### config.mk
export PLATFORM = sky130hd
export DESIGN_NAME = hamming_ext_byte_assembler
export DESIGN_NICKNAME = d
export VERILOG_FILES = /design/src/rtl/hamming_ext_byte_assembler.sv
export SDC_FILE = /design/constraint.sdc
export NUM_CORES = 1
export LEC_CHECK = 0
export CAP_MARGIN = 20
export CORE_ASPECT_RATIO = 1.2
export CORE_MARGIN = 2
export CORE_UTILIZATION = 38
export DETAILED_ROUTE_END_ITERATION = 7
export PLACE_DENSITY = 0.73
export REMOVE_ABC_BUFFERS = 1
export SYNTH_ARGS = -nofsm -noshare
export SYNTH_HDL_FRONTEND = slang
export SYNTH_SLANG_ARGS = --single-unit
### constraint.sdc
create_clock -name clk -period 2.33 [get_ports clk]
set_input_delay 0.699 -clock clk [delete_from_list [all_inputs] [get_ports clk]]
set_output_delay 0.699 -clock clk [all_outputs]
set_load 0.02 [all_outputs]
### src/rtl/hamming_ext_byte_assembler.sv
// hamming_ext_byte_assembler: pairs decoded Hamming nibbles into bytes with error flags and saturating counters
module hamming_ext_byte_assembler #(
  parameter bit HI_FIRST    = 1'b0,
  parameter bit DROP_UNCORR = 1'b0,
  parameter int CNT_W       = 16
) (
  input  logic             clk,
  input  logic             rst_n,
  input  logic             in_valid,
  output logic             in_ready,
  input  logic [3:0]       in_data,
  input  logic             in_corr,
  input  logic             in_uncorr,
  input  logic             flush,
  output logic             out_valid,
  input  logic             out_ready,
  output logic [7:0]       out_data,
  output logic             out_corr,
  output logic             out_uncorr,
  input  logic             cnt_clr,
  output logic [CNT_W-1:0] corr_cnt,
  output logic [CNT_W-1:0] uncorr_cnt,
  output logic [CNT_W-1:0] drop_cnt
);
  typedef enum logic {S_FIRST, S_SECOND} state_t;
  state_t           state_q, state_d;
  logic [3:0]       hold_data_q, hold_data_d;
  logic             hold_corr_q, hold_corr_d;
  logic             hold_uncorr_q, hold_uncorr_d;
  logic             out_valid_q, out_valid_d;
  logic [7:0]       out_data_q, out_data_d;
  logic             out_corr_q, out_corr_d;
  logic             out_uncorr_q, out_uncorr_d;
  logic [CNT_W-1:0] corr_cnt_q, corr_cnt_d;
  logic [CNT_W-1:0] uncorr_cnt_q, uncorr_cnt_d;
  logic [CNT_W-1:0] drop_cnt_q, drop_cnt_d;
  logic             acc, nib_corr, form, load, drop_inc, pair_corr, pair_uncorr;
  logic [7:0]       pair_data;

  // Clear takes priority but still lets a same-cycle event land as a count of one.
  function automatic logic [CNT_W-1:0] bump(input logic [CNT_W-1:0] cnt, input logic clr, input logic inc);
    return clr ? CNT_W'(inc) : (inc && !(&cnt)) ? cnt + CNT_W'(1) : cnt;
  endfunction

  assign in_ready = (state_q == S_FIRST) || !out_valid_q || out_ready;

  // Pairing, drop decision, output register hand-off and counter updates.
  always_comb begin
    acc           = in_valid && in_ready;
    nib_corr      = in_corr && !in_uncorr;
    form          = acc && (state_q == S_SECOND) && !flush;
    pair_data     = HI_FIRST ? {hold_data_q, in_data} : {in_data, hold_data_q};
    pair_corr     = hold_corr_q || nib_corr;
    pair_uncorr   = hold_uncorr_q || in_uncorr;
    load          = form && !(DROP_UNCORR && pair_uncorr);
    drop_inc      = (flush && (state_q == S_SECOND)) || (form && !load);
    state_d       = (state_q == S_FIRST) ? (acc ? S_SECOND : S_FIRST) : ((acc || flush) ? S_FIRST : S_SECOND);
    hold_data_d   = (acc && state_q == S_FIRST) ? in_data : hold_data_q;
    hold_corr_d   = (acc && state_q == S_FIRST) ? nib_corr : hold_corr_q;
    hold_uncorr_d = (acc && state_q == S_FIRST) ? in_uncorr : hold_uncorr_q;
    out_valid_d   = load || (out_valid_q && !out_ready);
    out_data_d    = load ? pair_data : out_data_q;
    out_corr_d    = load ? pair_corr : out_corr_q;
    out_uncorr_d  = load ? pair_uncorr : out_uncorr_q;
    corr_cnt_d    = bump(corr_cnt_q, cnt_clr, acc && nib_corr);
    uncorr_cnt_d  = bump(uncorr_cnt_q, cnt_clr, acc && in_uncorr);
    drop_cnt_d    = bump(drop_cnt_q, cnt_clr, drop_inc);
  end

  // State, holding and output registers with asynchronous clear.
  always_ff @(posedge clk or negedge rst_n) begin
    if (!rst_n) begin
      state_q       <= S_FIRST;
      hold_data_q   <= '0;
      hold_corr_q   <= 1'b0;
      hold_uncorr_q <= 1'b0;
      out_valid_q   <= 1'b0;
      out_data_q    <= '0;
      out_corr_q    <= 1'b0;
      out_uncorr_q  <= 1'b0;
      corr_cnt_q    <= '0;
      uncorr_cnt_q  <= '0;
      drop_cnt_q    <= '0;
    end else begin
      state_q       <= state_d;
      hold_data_q   <= hold_data_d;
      hold_corr_q   <= hold_corr_d;
      hold_uncorr_q <= hold_uncorr_d;
      out_valid_q   <= out_valid_d;
      out_data_q    <= out_data_d;
      out_corr_q    <= out_corr_d;
      out_uncorr_q  <= out_uncorr_d;
      corr_cnt_q    <= corr_cnt_d;
      uncorr_cnt_q  <= uncorr_cnt_d;
      drop_cnt_q    <= drop_cnt_d;
    end
  end

  assign out_valid  = out_valid_q;
  assign out_data   = out_data_q;
  assign out_corr   = out_corr_q;
  assign out_uncorr = out_uncorr_q;
  assign corr_cnt   = corr_cnt_q;
  assign uncorr_cnt = uncorr_cnt_q;
  assign drop_cnt   = drop_cnt_q;
endmodule

==> metrics.log <==
[metrics] maximum capacitance violations: 0
[metrics] number of antenna violations at the first check in global routing: 0
[metrics] worst setup margin: 0.103 ns
[metrics] CP max-delay cell: sky130_fd_sc_hd__or3_4
[metrics] Finish-stage setup viols: 0
[metrics] R2R Path End: corr_cnt[15]
[metrics] #FFs+latches synth: 66
[metrics] r2r worst-path depth: 5
[metrics] average vias per placed instance: 5.68
[metrics] Layout area overhead: 35.5%
[metrics] Setup CP Type: primary input to flop
[metrics] net total in the final layout: 469
[metrics] achievable clock frequency: 449 MHz
[metrics] per-cell routed wire length: 15.7 microns
[metrics] core area: 0.00903 sq mm
[metrics] IO Port Bufs: 71
[metrics] pins over their slew limit: 0
[metrics] Std-Cell Rows: 38
[metrics] synthesized area per cell: 9.89 sq um
[metrics] CTS tree: done
[metrics] maximum count of clock buffers along a single path: 2
[metrics] clock insertion delay at the later pin of the skew report: 0.35 ns
[metrics] Final Hold Viols: 0
[metrics] number of DRC violations after detailed routing: 0
[metrics] largest net degree at the start of global routing: 41
[metrics] number of placed cells counting well taps: 561
[metrics] Final HPWL DP: 6280 microns
[metrics] effective utilization at floorplan: 38.9%
[metrics] die height: 109 microns
[metrics] post-CTS clock slew at the launch and capture registers of the worst setup and hold paths: 0.08 ns
[metrics] Ys Warns: 0
[metrics] Post-synth ARST share: 100%
[metrics] post-placement setup slack: -0.471 ns
[metrics] power density over the cells: 569 mW/mm^2
[metrics] worst min-delay path category: primary input to asynchronous set/reset pin
[metrics] slew at the pin closest to its max-slew limit: 0.674 ns
[metrics] commonest cells after routing, fill and taps aside: sky130_fd_sc_hd__clkdlybuf4s50_1 (67), sky130_fd_sc_hd__dfrtp_1 (66), sky130_fd_sc_hd__buf_4 (31), sky130_fd_sc_hd__nand2_1 (29), sky130_fd_sc_hd__a21oi_1 (27)
[metrics] die area: 0.0100 sq mm
[metrics] Register-to-Register Setup Slack: 0.28 ns
[metrics] leak pwr: 0.00184 uW
[metrics] overall global routing resource usage: 18.6%
[metrics] crit path time final: 2.23 ns
[metrics] fraction of layout cells with a size suffix above 1: 18.7%
[metrics] ANT nets after route: 0
[metrics] type of origin of the critical path: primary input
[metrics] Clock Sink Count: 66
[metrics] outcome: completed
[metrics] largest driver fanout on the critical path: 5
[metrics] first-pass GRT wire length: 15000 microns
[metrics] FF-to-FF Start: corr_cnt[0]
[metrics] residual overflow from global routing: 0
[metrics] setup repair after global routing missed its margin: no
[metrics] proportion of synthesized chip area in sequential cells: 47.0%
[metrics] portion of the clock cycle consumed by the worst path in the final layout: 95.6%
[metrics] Cell Area, Synth: 0.00351 sq mm
[metrics] final weighted congestion in routability-driven placement: 0.817
[metrics] maximum resistive drop on vdd: 486 uV
[metrics] CTS H-Tree Depth: 3
[metrics] crit path DAT: 2.47 ns
[metrics] horizontal extent of the die: 91.8 microns
[metrics] initial detailed-routing violation count: 111
[metrics] CP Cell Sequence: clkdlybuf4s50_1, nand3b_2, or3_4, nor4_4, mux2_2
[metrics] synthesized instance count: 355
[metrics] max incr delay on CP: 0.44 ns
[metrics] TritonCTS Buffers: 9
[metrics] total length of routed wires: 9070 microns
[metrics] top-level I/O count: 72
[metrics] Crit path required time: 2.57 ns
[metrics] final-layout setup total negative slack: 0 ns
[metrics] Critical Path End Type: flop
[metrics] buffer cell driving the clock tree root: sky130_fd_sc_hd__clkbuf_8
[metrics] launch point of the worst path: in_uncorr
[metrics] Yosys cell types: 52
[metrics] antenna cells: 0
[metrics] relative max-transition margin: 54.6%
[metrics] clock tree skew after final layout: 0.00762 ns
[metrics] leading cell type in the layout, fill and taps excluded: sky130_fd_sc_hd__clkdlybuf4s50_1
[metrics] number of iterations in the first detailed-routing pass: 4
[metrics] number of cells in the finished layout apart from fillers: 579
[metrics] vias after detailed routing: 3291
[metrics] number of flops mapped to enable cells by yosys: 0
[metrics] flip-flop cell with the highest count after synthesis: sky130_fd_sc_hd__dfrtp_1
[metrics] vias in the first global route: 3194
[flip-flops by register name, indices dropped and copies added (netlist names)]
signal,flops
hold_data_q,4
hold_corr_q,1
uncorr_cnt,16
hold_uncorr_q,1
out_valid,1
corr_cnt,16
out_uncorr,1
state_q,1
out_data,8
out_corr,1
drop_cnt,16
[layer usage]
| layer | GRT usage [%] | vias to the layer above | part of all wire [%] |
|---|---|---|---|
| met3 | 3.70 | 19 | 4.0 |
| met2 | 31.2 | 80 | 50 |
| met1 | 23.1 | 1628 | 43 |
| met5 | 0 | - | 0 |
| li1 | - | 1564 | - |
| met4 | 9.28 | 0 | 2.4 |
[worst max path at each step]
stage,endpoint
4_1_cts,corr_cnt[10]
3_5_place_dp,corr_cnt[10]
5_1_grt,corr_cnt[5]
6_report,corr_cnt[10]
3_3_place_gp,in_ready
2_1_floorplan,uncorr_cnt[14]
[power breakdown]
part | internal, uW | switching (uW) | leakage, uW
clock | 495 | 469 | 0.0000925
combinational | 228 | 227 | 0.000862
sequential | 1230 | 54.4 | 0.000884
[final cells by class]
cell class                 instances  area (sq um)
clock buffer                      10           128
clock inverter                     6          67.6
fill                             819          4270
inverter                           9          33.8
multi-input combinational        264          1760
sequential                        66          1650
tap                              120           150
timing repair buffer             104           967
[cell families after synthesis]
group                    share of synthesized area (%)
adder cells (fa/ha/maj)                           1.07
flip-flops                                        47.0
multiplexers                                      7.34
AO/OA/AOI/OAI                                     14.5
AND/OR/NAND/NOR                                   26.8
buffers and inverters                             3.28
[stage by stage]
step	hold slack (ns)	instance area, sq um	total power [uW]	util (%)
final	0.229	4760	2710	52.7
after floorplan	0.403	3430	1510	-
after CTS	0.230	4760	2740	52.7
after global routing	0.243	4760	2830	52.7
after detailed placement	0.476	4550	1770	50.3
after global placement	0.463	4550	1760	50.3
[cell usage after synthesis, types with 10 or more instances]
| library cell | instances | share of area [%] |
|---|---|---|
| sky130_fd_sc_hd__dfrtp_1 | 66 | 47 |
| sky130_fd_sc_hd__nand2_1 | 29 | 3.1 |
| sky130_fd_sc_hd__a21oi_1 | 27 | 3.8 |
| sky130_fd_sc_hd__mux2_2 | 22 | 7.1 |
| sky130_fd_sc_hd__o31ai_1 | 18 | 3.8 |
| sky130_fd_sc_hd__nor2_1 | 17 | 1.8 |
| sky130_fd_sc_hd__or4_1 | 15 | 3.2 |
| sky130_fd_sc_hd__nand3_1 | 12 | 1.7 |
| sky130_fd_sc_hd__nand4_1 | 12 | 2.1 |
| sky130_fd_sc_hd__nor2b_1 | 12 | 2.1 |
| sky130_fd_sc_hd__o21ai_0 | 12 | 1.7 |
| sky130_fd_sc_hd__nor3_1 | 11 | 1.6 |
| sky130_fd_sc_hd__clkbuf_1 | 10 | 1.1 |
| sky130_fd_sc_hd__nor4_1 | 10 | 1.8 |
[critical path, delay by kind of cell]
kind / cells / cell delay [ns]
simple gates: 3 / 0.99
buf+inv: 1 / 0.42
mux: 1 / 0.36
[timing repair]
action                     in CTS  in global routing
hold buffers                    0                  0
gates resized for setup         6                  0
setup endpoints to repair       5                  0
buffers inserted                1                  0
No activity file was read; power rests on OpenSTA's default activity.
